File: src/rtl/qos_wrr_pop_scheduler.sv
// Weighted round-robin pop scheduler: four class FIFOs feed one downstream stream, 2-cycle pop-to-output latency.
// Optional per-class grant statistics are compiled in with QOS_WRR_STATS_EN.
module qos_wrr_pop_scheduler #(
  parameter int DATA_W = 10,
  parameter int W0     = 4,
  parameter int W1     = 3,
  parameter int W2     = 2,
  parameter int W3     = 1,
  parameter int CNT_W  = 3
) (
  input  logic                  clk,
  input  logic                  reset,
  input  logic [3:0]            fifo_empty,
  input  logic                  down_almost_full,
  input  logic [4*DATA_W-1:0]   fifo_rd_data,
`ifdef QOS_WRR_STATS_EN
  input  logic                  stats_clr,
  output logic [63:0]           grant_cnt,
`endif
  output logic [3:0]            pop,
  output logic [DATA_W-1:0]     out_data,
  output logic                  out_valid,
  output logic [1:0]            out_class
);

  logic [CNT_W-1:0] wt  [4];
  logic [CNT_W-1:0] cnt [4];
  logic [3:0]       elig;
  logic [1:0]       pop_idx;
  logic             pop_any;
  logic             vld_p0;
  logic [1:0]       grant_idx_p0;

  assign wt[0] = CNT_W'(W0);
  assign wt[1] = CNT_W'(W1);
  assign wt[2] = CNT_W'(W2);
  assign wt[3] = CNT_W'(W3);

  function automatic logic [DATA_W-1:0] sel_word(input logic [4*DATA_W-1:0] words,
                                                 input logic [1:0] idx);
    sel_word = words[idx*DATA_W +: DATA_W];
  endfunction

  always_comb begin
    for (int n = 0; n < 4; n++) begin
      elig[n] = !fifo_empty[n] && (cnt[n] < wt[n]);
    end
  end

  // Strict priority inside a round: lowest eligible class wins.
  always_comb begin
    pop     = '0;
    pop_idx = '0;
    pop_any = 1'b0;
    if (!reset && !down_almost_full) begin
      for (int n = 3; n >= 0; n--) begin
        if (elig[n]) pop_idx = 2'(n);
      end
      pop_any = |elig;
      if (pop_any) pop[pop_idx] = 1'b1;
    end
  end

  always_ff @(posedge clk or posedge reset) begin
    if (reset) begin
      for (int n = 0; n < 4; n++) cnt[n] <= '0;
      vld_p0       <= 1'b0;
      grant_idx_p0 <= '0;
      out_valid    <= 1'b0;
      out_class    <= '0;
      out_data     <= '0;
    end else begin
      // Round accounting; an idle or exhausted round restarts with one bubble.
      if (!down_almost_full) begin
        if (pop_any) begin
          cnt[pop_idx] <= cnt[pop_idx] + CNT_W'(1);
        end else begin
          for (int n = 0; n < 4; n++) cnt[n] <= '0;
        end
      end
      // Stage p0: remember which FIFO was popped.
      vld_p0       <= pop_any;
      grant_idx_p0 <= pop_idx;
      // Stage p1: FIFO read data arrives, mux and register it.
      out_valid    <= vld_p0;
      out_class    <= grant_idx_p0;
      out_data     <= sel_word(fifo_rd_data, grant_idx_p0);
    end
  end

`ifdef QOS_WRR_STATS_EN
  logic [15:0] gcnt [4];

  always_ff @(posedge clk or posedge reset) begin
    if (reset) begin
      for (int n = 0; n < 4; n++) gcnt[n] <= '0;
    end else begin
      for (int n = 0; n < 4; n++) begin
        if (stats_clr) gcnt[n] <= '0;
        else if (pop[n] && gcnt[n] != 16'hFFFF) gcnt[n] <= gcnt[n] + 16'd1;
      end
    end
  end

  assign grant_cnt = {gcnt[3], gcnt[2], gcnt[1], gcnt[0]};
`endif

endmodule

File: config.mk
export PLATFORM = sky130hd
export DESIGN_NAME = qos_wrr_pop_scheduler
export DESIGN_NICKNAME = d
export VERILOG_FILES = /design/src/rtl/qos_wrr_pop_scheduler.sv
export SDC_FILE = /design/constraint.sdc
export NUM_CORES = 1
export LEC_CHECK = 0
export CORE_MARGIN = 3
export CORE_UTILIZATION = 36
export CTS_CLUSTER_SIZE = 40
export DETAILED_ROUTE_END_ITERATION = 12
export GPL_TIMING_DRIVEN = 0
export PLACE_DENSITY = 0.83
export SYNTH_ARGS = -nofsm -noshare
export SYNTH_HDL_FRONTEND = slang
export SYNTH_SLANG_ARGS = --single-unit
File: constraint.sdc
create_clock -name clk -period 2.2 [get_ports clk]
set_input_delay 0.55 -clock clk [delete_from_list [all_inputs] [get_ports clk]]
set_output_delay 0.55 -clock clk [all_outputs]
set_load 0.01 [all_outputs]
== Yosys cells after proc, flatten, opt, wreduce, memory -nomap -nowiden ==
Cells that the tools add are included.
Operators by class
  divide/modulo/power cells: 0
  multipliers: 1
  mux-type cells: 18
  equal/unequal tests: 0
  $add $sub $neg: 1
  order comparisons: 8
  shifts and indexed selects: 1
  reduce and logical (&&, ||, !) cells: 14
  bitwise gates (word level): 1
Operator list (number)
  indexed part select 40 x 7 -> 10 bit: 1
  bitwise mux 12 bit: 1
  two-way mux 12 bit: 1
  two-way mux 2 bit: 6
  two-way mux 3 bit: 3
  two-way mux 4 bit: 2
  logical AND 1 bit: 7
  binary-select mux 3 bit (select 2 bit): 1
  demux 3 bit (select 2 bit): 1
  logical NOT 1 bit: 6
  < comparator 3 x 1 -> 1 bit (second input constant): 2
  < comparator 3 x 2 -> 1 bit (second input constant): 2
  multiplier 2 x 3 -> 5 bit (second input constant): 1
  OR reduction 4 bit: 1
  adder 3 x 1 -> 3 bit (second input constant): 1
  >= comparator 3 bit (second input constant): 1
  < comparator 2 x 3 -> 1 bit (second input constant): 1
  < comparator 3 bit (second input constant): 1
  NOT 2 -> 3 bit: 1
  demux 1 bit (select 2 bit): 1
  >= comparator 2 x 1 -> 1 bit (second input constant): 1
  two-way mux 1 bit: 2
Storage, ports and cells
  bits in registers: 28
  ROM bits: 0
  RAM bits: 0
  memories: 0
  output and inout bits: 17
  logic and storage cells: 53
  latch bits: 0

== Logic depth before layout (Yosys ltp) ==
Gate-level depths: netlist (run 1).
  depth in word-level cells: 15
  gate-level depth with buffers: 10

== Least setup slack after synthesis (run 1) ==
OpenSTA, ideal clock, no wires.
  path kind: input-to-reg
  start: input fifo_empty[3]
  end: register cnt[2] (netlist name)
  stages: 10
  slack: -150 ps
  arrival time: 2283 ps
  path buffers: 1
  required time: 2133 ps
  cells stage by stage: or4_1 > buf_6 > nand3_1 > nand3_1 > a22o_1 > ha_1 > nor2b_1 > nand2_1 > o221ai_2 > a22o_1
On the way
  cells in the longest elaborated chain, start to end: 15
RTL lines
  from (decl): line 13  | input logic [3:0] fifo_empty,
  logical NOT 1 bit (*): line 46  | elig[n] = !fifo_empty[n] && (cnt[n] < wt[n]);
  logical AND 1 bit (*): line 46
  two-way mux 2 bit (4 in a row): line 57  | if (elig[n]) pop_idx = 2'(n);
  two-way mux 2 bit (2 in a row): line 55  | if (!reset && !down_almost_full) begin
  NOT 2 -> 3 bit (implied by the code): line 76  | cnt[pop_idx] <= cnt[pop_idx] + CNT_W'(1);
  binary-select mux 3 bit (select 2 bit) (tied with other cells): line 76
  two-way mux 3 bit (implied by the code) or logical AND 1 bit (tied branches): line 76
  two-way mux 3 bit (implied by the code): line 76
  adder 3 x 1 -> 3 bit or demux 3 bit (select 2 bit) (tied branches): line 76
  bitwise mux 12 bit: line 76
  two-way mux 12 bit (*): line 75  | if (pop_any) begin
  to (signal, indexed assignment): line 76
  to (decl): line 27  | logic [CNT_W-1:0] cnt [4];
Every way passes the cells marked *; elsewhere a longest branch is shown, timed or not. The select of a mux whose other input is x is not followed.
A chain may end at the register's enable or synchronous reset.

== Worst setup path in the final report (run 1) ==
  start: register cnt[0] (netlist name)
  end: register cnt[5] (netlist name)
On the way
  cells in the longest elaborated chain, start to end: 15
RTL lines (line)
  < comparator 3 x 1 -> 1 bit: 46
  logical AND 1 bit: 46
  two-way mux 2 bit (4 in a row): 57
  two-way mux 2 bit (2 in a row): 55
  NOT 2 -> 3 bit (implied by the code): 76
  binary-select mux 3 bit (select 2 bit) (tied with other cells): 76
  two-way mux 3 bit (implied by the code) or logical AND 1 bit (tied branches): 76
  two-way mux 3 bit (implied by the code): 76
  adder 3 x 1 -> 3 bit or demux 3 bit (select 2 bit) (tied branches): 76
  bitwise mux 12 bit: 76
  two-way mux 12 bit (*): 75
Marks and branches as above.

==> results of run 1 <==
## cell usage after synthesis (all sizes together)
master,instances,area [um2]
nor2b,1,6.26
a211o,1,8.76
o21ba,1,10.0
ha,1,12.5
a41oi,1,16.3
or3,1,6.26
and4,1,11.3
o221ai,1,15.0
nand3,6,30.0
a31oi,2,12.5
nor2,11,41.3
nand2b,1,6.26
a211oi,2,15.0
a21o,3,23.8
and2,1,6.26
o21ai,4,20.0
or2,2,12.5
nand4,1,6.26
nor3,2,10.0
a22o,5,43.8
o2bb2ai,1,8.76
inv,4,15.0
or4,1,7.51
clkbuf,2,7.51
nand2,8,30.0
buf,3,20.0
and2b,1,7.51
nor4,1,6.26
a22oi,1,7.51
o21a,1,7.51
dfrtp,28,701
mux4,10,225
## state kept, by name, indices dropped and copies added (netlist names)
register      flops
grant_idx_p0      2
out_class         2
out_data         10
vld_p0            1
cnt              12
out_valid         1
## repair_timing
item                                    in CTS  in global routing
gates resized for setup                     39                 13
pin swaps                                   15                 12
endpoints found under the setup margin      11                  9
buffers inserted                            10                  3
## stage by stage
step | std cells | cell area [um2] | setup slack [ps] | power [mW]
finish | 232 | 2340 | -1.78 | 1.36
global route | 232 | 2340 | -81.3 | 1.43
CTS | 229 | 2270 | -69.1 | 1.32
detailed placement | 218 | 2070 | -948 | 0.928
global placement | 218 | 2070 | -920 | 0.915
floorplan | 109 | 1390 | -1.22 | 0.762
## final timing paths
kind,endpoint,slack (ps),cells after the start
setup / recovery,cnt[5],-2,9
hold / removal,out_valid,350,0
setup reg to reg,cnt[5],-2,9
hold reg to reg,out_valid,350,0
max in group asynchronous,grant_idx_p0[0],760,2
min in group asynchronous,cnt[6],790,2
## critical path: cells and delay by family, from the launching register on
| family | cells | cell delay [ps] |
|---|---|---|
| AOI/OAI and AO/OA | 3 | 600 |
| adders and majority gates | 1 | 190 |
| DFF | 1 | 390 |
| and+or+nand+nor | 5 | 970 |
## cells in the final DEF (no fill, tap or decap), types with 2 or more instances in the layout
cell type and instances:
a21o_1 2, clkbuf_8 4, nand2_2 2, dlygate4sd2_1 5, mux4_2 10, buf_4 12
a31oi_1 2, dfrtp_1 28, a22o_1 5, clkdlybuf4s50_1 53, nor2_4 2, nand3_1 3
o21ai_0 3, inv_1 2, nor2_1 8, nand2_1 5, buf_2 3, inv_2 2
nand3_4 3
## power by group
group	internal [mW]	switching (mW)
clock network	0.160	0.149
registers	0.559	0.0402
logic	0.262	0.191
total	0.981	0.380
## routing by layer
layer  share of wire, %  track usage [%]  vias to the layer above
li1                   -                -                      557
met1                 37             22.0                      643
met2                 57             35.1                       41
met3                3.6             3.66                        9
met4                2.2             7.09                        0
met5                  0                0                        -
## layout make-up
class	count	area [um2]	area share (%)
Buffer	2	8.76	0.374
Clock buffer	4	55.1	2.35
Inverter	4	15.0	0.640
Multi-Input combinational cell	72	796	33.9
Sequential cell	28	701	29.9
Tap cell	46	57.6	2.45
Timing Repair Buffer	76	712	30.4
## kinds of logic (layout without fill, tap and decap cells)
family,after synthesis,count (layout),synth area share [%]
flops,28,28,51.6
buf+inv,9,86,3.13
fa+ha+maj,1,1,0.922
compound gates,23,23,13.9
mux,10,10,16.6
simple gates,38,38,13.8
==> results.json, run 1 <==
{
  "cts_hold_buf": 0,
  "start_kind": "register",
  "timing.final.ws_setup_ps": -1.78,
  "drtIter0Drc": 33,
  "max_cap_violations": 0,
  "drive_gt1_share_pct": 33.3,
  "setup_tns_ps": -1.78,
  "clkTransAtPathRegs_ps": 90,
  "arrival_ps": 2420,
  "yosys_warnings": 0,
  "clock_latency_ps": 270,
  "fin_crit_sh_pct": 100,
  "cts.path.max_buffers": 2,
  "seq_area_frac_synth_pct": 51.6,
  "holdWs_ps": 355,
  "period_minus_slack_ps": 2200,
  "leakage_nw": 0.986,
  "syn_inst": 109,
  "postSynthAreaPerCell_um2": 12.5,
  "die_y_um": 67.4,
  "grt_overflow": 0,
  "outcome": "complete, but fails checks",
  "synth_cell_types": 35,
  "grt_first_pass_wirelength_mm": 6.36,
  "drc": 0,
  "fp.dieW_um": 67.4,
  "cts_buffers": 3,
  "htreeDepth": 1,
  "cts_sinks": 28,
  "vias": 1250,
  "rsz0062_at_grt": "true",
  "slew_violations": 0,
  "rows": 21,
  "syn_area_um2": 1360,
  "vdd_drop_max_mv": 0.428,
  "cts_tree": "done",
  "maxSlewHeadroom_pct": 28.4,
  "violations": "setup timing",
  "initial_core_util_pct": 38.8,
  "worstPathRequired_ps": 2410,
  "path_class": "register to register",
  "cp_cell_sequence": "or4_4 > nand3_4 > nand3_4 > a22o_1 > ha_4 > nor2b_4 > nand2_2 > o221ai_4 > a22o_1",
  "syn_nets": 157,
  "track_usage_pct": 19.2,
  "grt_pass1_vias": 1358,
  "io_pins": 64,
  "crit_path_top_delay_cell": "or4_4",
  "hold_start": "vld_p0",
  "reg2reg_from": "cnt[0]",
  "ant_nets": 0,
  "max_freq_ghz": 0.454,
  "crit_fanout": 4,
  "diodes": 0,
  "slowest_delay_ps": 580,
  "critPathLaunch": "cnt[0]",
  "core_um2": 3490,
  "synth-seq-cells": 28,
  "finalSetupViolCount": 1,
  "routed_wl_mm": 4.24,
  "utilization_pct": 67.1,
  "antenna_found_initial": 0,
  "viasPerCell": 5.39,
  "hold_viol": 0,
  "fin_skew_ps": 1.28,
  "portBuffers": 63,
  "cp-end-kind": "register",
  "fin_nets": 235,
  "area_delta_synth_final_pct": 72.7,
  "dp_hpwl_mm": 2.95,
  "routedWlPerCell_um": 18.3,
  "worst_pin_slew_ps": 1070,
  "cts-root-buf": "clkbuf_8",
  "place_congestion": 0.788,
  "dieArea_um2": 4540,
  "p_per_area_nw_per_um2": 580,
  "dr.pass1.iters": 4,
  "grt_max_degree": 30,
  "fillerInstances": 247,
  "worstHoldPathType": "register to register"
}
Note: power is estimated with default switching activity, not from simulation.
==> inputs of run 2 (changes only) <==
--- a/config.mk
+++ b/config.mk
@@ -5,12 +5,15 @@
 export SDC_FILE = /design/constraint.sdc
 export NUM_CORES = 1
 export LEC_CHECK = 0
+export CELL_PAD_IN_SITES_DETAIL_PLACEMENT = 1
+export CELL_PAD_IN_SITES_GLOBAL_PLACEMENT = 1
 export CORE_MARGIN = 3
-export CORE_UTILIZATION = 36
+export CORE_UTILIZATION = 28
 export CTS_CLUSTER_SIZE = 40
 export DETAILED_ROUTE_END_ITERATION = 12
 export GPL_TIMING_DRIVEN = 0
-export PLACE_DENSITY = 0.83
+export PLACE_DENSITY = 0.84
+export REMOVE_ABC_BUFFERS = 1
 export SYNTH_ARGS = -nofsm -noshare
 export SYNTH_HDL_FRONTEND = slang
 export SYNTH_SLANG_ARGS = --single-unit
==> results.json, run 2 (same netlist as run 1, synthesis figures left out) <==
{
  "fin_skew_ps": 7.79,
  "max_cap_violations": 0,
  "grt_overflow": 0,
  "routed_wl_mm": 4.97,
  "min_path_cells": 0,
  "crit_fanout": 3,
  "cts_hold_buf": 0,
  "violations": "setup timing",
  "fin_nets": 236,
  "outcome": "complete, but fails checks",
  "start_kind": "register",
  "dp_hpwl_mm": 3.34,
  "worstHoldPathType": "register to register",
  "hold_viol": 0,
  "worst_pin_slew_ps": 1060,
  "cts_buffers": 3,
  "diodes": 0,
  "drtIter0Drc": 44,
  "drc": 0,
  "cp_cell_sequence": "or4_4 > nand3_4 > nand3_4 > a22o_1 > ha_4 > nor2b_4 > nand2_2 > o221ai_4 > a22o_1",
  "rsz0062_at_grt": "true",
  "cts-root-buf": "clkbuf_8",
  "die_y_um": 75.6,
  "multiInputGateArea_um2": 768,
  "timing.final.ws_setup_ps": -29.6,
  "vdd_drop_max_mv": 0.258,
  "dieArea_um2": 5720,
  "worstPathRequired_ps": 2420,
  "final_common_cell": "clkdlybuf4s50_1",
  "ant_nets": 0,
  "routedWlPerCell_um": 20.9,
  "clkTransAtPathRegs_ps": 90,
  "io_pins": 64,
  "largest_reg_flops": 12,
  "leakage_nw": 0.971,
  "slew_violations": 0,
  "max_freq_ghz": 0.449,
  "grt_max_degree": 30,
  "track_usage_pct": 17.0,
  "cts_sinks": 28,
  "path_class": "register to register",
  "largestRegisters": "cnt: 12 flops, out_data: 10 flops",
  "reg2reg_from": "cnt[0]",
  "portBuffers": 63,
  "layout_common_cells": "clkdlybuf4s50_1 (53), dfrtp_1 (26), buf_4 (14)",
  "htreeDepth": 1,
  "rows": 24,
  "dr.pass1.iters": 4,
  "arrival_ps": 2450,
  "finalSetupViolCount": 4,
  "fillerInstances": 472,
  "vias": 1276,
  "seq_area_um2": 703,
  "grt_pass1_vias": 1418,
  "fin_crit_sh_pct": 101,
  "hold_start": "vld_p0",
  "setup_tns_ps": -81.9,
  "layout.cells.non_filler": 238,
  "cp-end-kind": "register",
  "regMostFlops": "cnt",
  "min_to": "out_valid",
  "antenna_found_initial": 0,
  "crit_path_top_delay_cell": "or4_4",
  "placedCellCount": 219,
  "clock_latency_ps": 280,
  "period_minus_slack_ps": 2230,
  "place_congestion": 0.794,
  "viasPerCell": 5.36,
  "rrSetupSlack_ps": -30,
  "drive_gt1_share_pct": 33.3,
  "r2r_cells": 9,
  "slowest_delay_ps": 560,
  "cts.path.max_buffers": 2,
  "core_um2": 4500,
  "grt_first_pass_wirelength_mm": 7.10,
  "initial_core_util_pct": 30.1,
  "r2r-end": "cnt[8]",
  "maxSlewHeadroom_pct": 29.0,
  "cts_tree": "done",
  "area_delta_synth_final_pct": 72.2,
  "fp.dieW_um": 75.6,
  "p_per_area_nw_per_um2": 561
}
==> run 2: worst max path at each step <==
stage | startpoint | to | slack (ps)
after floorplan | fifo_empty[3] | cnt[2] | -190
after global placement | fifo_empty[3] | pop[3] | -880
after detailed placement | fifo_empty[3] | cnt[8] | -980
after CTS | cnt[0] | cnt[8] | -50
after global routing | cnt[0] | cnt[8] | -100
final | cnt[0] | cnt[8] | -30
==> run 2: worst max-delay path, delay by kind of cell (launching register included) <==
kind	cells	cell delay [ps]
and+or+nand+nor	5	940
AOI/OAI and AO/OA	3	640
DFF	1	390
adders and majority gates	1	190
==> run 2: final cells by class <==
type                    instances  share of cell area [%]
clock buffers                   3                    1.77
inverters                       4                   0.642
multi-input cells              72                    32.9
flip-flops and latches         28                    30.1
well taps                      52                    2.78
repair buffers                 79                    31.9
==> run 2: repair_timing <==
action	CTS	global route
gates cloned	0	0
endpoints found under the setup margin	12	12
gates resized for setup	48	12
pin swaps	13	8
setup buffers	12	4
endpoints found under the hold margin	0	0
==> run 2: metrics by stage <==
stage / setup WS [ps] / hold slack [ps] / util [%] / instance area, um2 / total power [mW]
finish: -29.6 / 362 / 51.9 / 2340 / 1.31
global route: -101 / 365 / 51.9 / 2340 / 1.37
CTS: -53.6 / 359 / 50.2 / 2260 / 1.26
detailed placement: -977 / 337 / 45.0 / 2030 / 0.920
global placement: -877 / 334 / 45.0 / 2030 / 0.903
floorplan: -191 / 331 / - / 1330 / 0.747
==> run 2: power breakdown <==
group          switching [mW]  internal, mW  leakage, nW
Sequential             0.0419         0.560        0.358
Combinational           0.187         0.245        0.591
Clock                   0.154         0.123       0.0216
Total                   0.383         0.928        0.971
==> run 2: routing by layer <==
layer  part of all wire (%)  vias up  global-route usage [%]
li1                       -      563                       -
met1                     38      626                    18.3
met2                     51       80                    32.3
met3                    9.0        7                    3.17
met4                    2.0        0                    6.99
met5                      0        -                       0
==> inputs of run 3 (changes only) <==
--- a/config.mk
+++ b/config.mk
@@ -6,13 +6,14 @@
 export NUM_CORES = 1
 export LEC_CHECK = 0
 export CELL_PAD_IN_SITES_DETAIL_PLACEMENT = 1
-export CELL_PAD_IN_SITES_GLOBAL_PLACEMENT = 1
+export CELL_PAD_IN_SITES_GLOBAL_PLACEMENT = 2
 export CORE_MARGIN = 3
-export CORE_UTILIZATION = 28
+export CORE_UTILIZATION = 23
+export CTS_BUF_LIST = sky130_fd_sc_hd__clkbuf_8
 export CTS_CLUSTER_SIZE = 40
 export DETAILED_ROUTE_END_ITERATION = 12
 export GPL_TIMING_DRIVEN = 0
-export PLACE_DENSITY = 0.84
+export PLACE_DENSITY = 0.86
 export REMOVE_ABC_BUFFERS = 1
 export SYNTH_ARGS = -nofsm -noshare
 export SYNTH_HDL_FRONTEND = slang
==> results.json, run 3 (same netlist as run 1, synthesis figures left out) <==
{
  "outcome": "complete, but fails checks",
  "violations": "setup timing",
  "p_sw_mw": 0.370,
  "fin_nets": 239,
  "grt_first_pass_wirelength_mm": 7.67,
  "fin_skew_ps": 2.27,
  "arrival_ps": 2420,
  "max_freq_ghz": 0.453,
  "worst_pin_slew_ps": 1120,
  "htreeDepth": 1,
  "ant_nets": 0,
  "max_cap_violations": 0,
  "design_area_um2": 2350,
  "cts.path.max_buffers": 2,
  "regMostFlops": "cnt",
  "path_class": "register to register",
  "clkTransAtPathRegs_ps": 90,
  "slew_violations": 0,
  "track_usage_pct": 14.0,
  "period_minus_slack_ps": 2210,
  "rsz0062_at_grt": "true",
  "portBuffers": 63,
  "antenna_found_initial": 0,
  "vdd_drop_max_mv": 0.204,
  "utilization_pct": 41.9,
  "final_common_cell": "clkdlybuf4s50_1",
  "power_frac_seq_pct": 46.4,
  "holdWs_ps": 370,
  "leakage_nw": 0.991,
  "core_um2": 5610,
  "cp-end-kind": "register",
  "die_y_um": 82.8,
  "io_pins": 64,
  "grt_pass1_vias": 1387,
  "multiInputGateArea_um2": 747,
  "timing.final.ws_setup_ps": -8.48,
  "cts_tree": "done",
  "drtIter0Drc": 45,
  "fp.dieW_um": 82.8,
  "fin_crit_sh_pct": 100,
  "cts_hold_buf": 0,
  "crit_fanout": 3,
  "dp_hpwl_mm": 3.26,
  "routedWlPerCell_um": 18.0,
  "place_ws_ps": -974,
  "diodes": 0,
  "grt_max_degree": 30,
  "drive_gt1_share_pct": 33.3,
  "worstHoldPathType": "register to register",
  "layout_common_cells": "clkdlybuf4s50_1 (53), dfrtp_1 (27), buf_4 (19)",
  "seq_area_um2": 702,
  "area_delta_synth_final_pct": 73.2,
  "largestRegisters": "cnt: 12 flops, out_data: 10 flops",
  "p_per_area_nw_per_um2": 552,
  "power.total_mw": 1.30,
  "largest_reg_flops": 12,
  "place_congestion": 0.778,
  "start_kind": "register",
  "grt_overflow": 0,
  "dpl_cell_area_um2": 2050,
  "dr.pass1.iters": 4,
  "cts_buffers": 3,
  "viasPerCell": 4.89,
  "rows": 27,
  "initial_core_util_pct": 24.2,
  "cts_sinks": 28,
  "p_sw_share_pct": 28.5,
  "routed_wl_mm": 4.69,
  "worstPathRequired_ps": 2410,
  "clock_latency_ps": 270,
  "vias": 1276,
  "cts-root-buf": "clkbuf_8",
  "drc": 0,
  "hold_viol": 0,
  "finalSetupViolCount": 1,
  "power.internal_mw": 0.929,
  "p_comb_share_pct": 32.1,
  "p_clk_share_pct": 21.5,
  "dieArea_um2": 6860,
  "fillerInstances": 618,
  "maxSlewHeadroom_pct": 25.4
}
[run 3: power by group through the flow]
stage                     combinational, mW  sequential (mW)  clock (mW)
after global placement                0.307            0.604           0
after floorplan                       0.142            0.605           0
final                                 0.417            0.603       0.279
after CTS                             0.384            0.601       0.288
after detailed placement              0.313            0.607           0
after global routing                  0.449            0.611       0.311
[run 3: metal layers]
metal | track usage, % | up-vias | wire, um
li1 | - | 567 | -
met1 | 18.1 | 639 | 2090
met3 | 3.77 | 5 | 300
met5 | 0 | - | 0
met2 | 23.0 | 65 | 2230
met4 | 4.01 | 0 | 61
[run 3: per-stage QoR]
| stage | TNS, ps | instances |
|---|---|---|
| 2_1_floorplan | -872 | 104 |
| 3_3_place_gp | -9580 | 239 |
| 3_5_place_dp | -9680 | 239 |
| 4_1_cts | -2.11 | 255 |
| 5_1_grt | -351 | 261 |
| 6_report | -8.48 | 261 |
[run 3: critical path, stage by stage, from the launching register on]
cell and delay (ps):
dfrtp_1 390, or4_4 570, nand3_4 120, nand3_4 70, a22o_1 220, ha_4 190
nor2b_4 120, nand2_2 70, o221ai_4 220, a22o_1 170
[run 3: cell type report]
type / count / share of cell area [%]
Clock buffer: 3 / 1.76
Inverter: 4 / 0.639
Multi-Input combinational cell: 72 / 31.8
Sequential cell: 28 / 29.9
Tap cell: 72 / 3.83
Timing Repair Buffer: 82 / 32.1
[run 3: timing repair]
| item | in CTS | in global routing |
|---|---|---|
| setup buffers | 13 | 6 |
| pin swaps | 12 | 10 |
| setup endpoints to repair | 12 | 9 |
| resized for setup | 45 | 7 |
[run 3: worst paths after layout]
kind | end | slack [ps] | from | depth (start not counted)
max | cnt[2] | -8 | cnt[1] | 9
min | out_valid | 370 | vld_p0 | 0
max reg2reg | cnt[2] | -8 | cnt[1] | 9
min reg2reg | out_valid | 370 | vld_p0 | 0
max in group asynchronous | cnt[7] | 830 | reset | 2
min in group asynchronous | cnt[11] | 630 | reset | 2
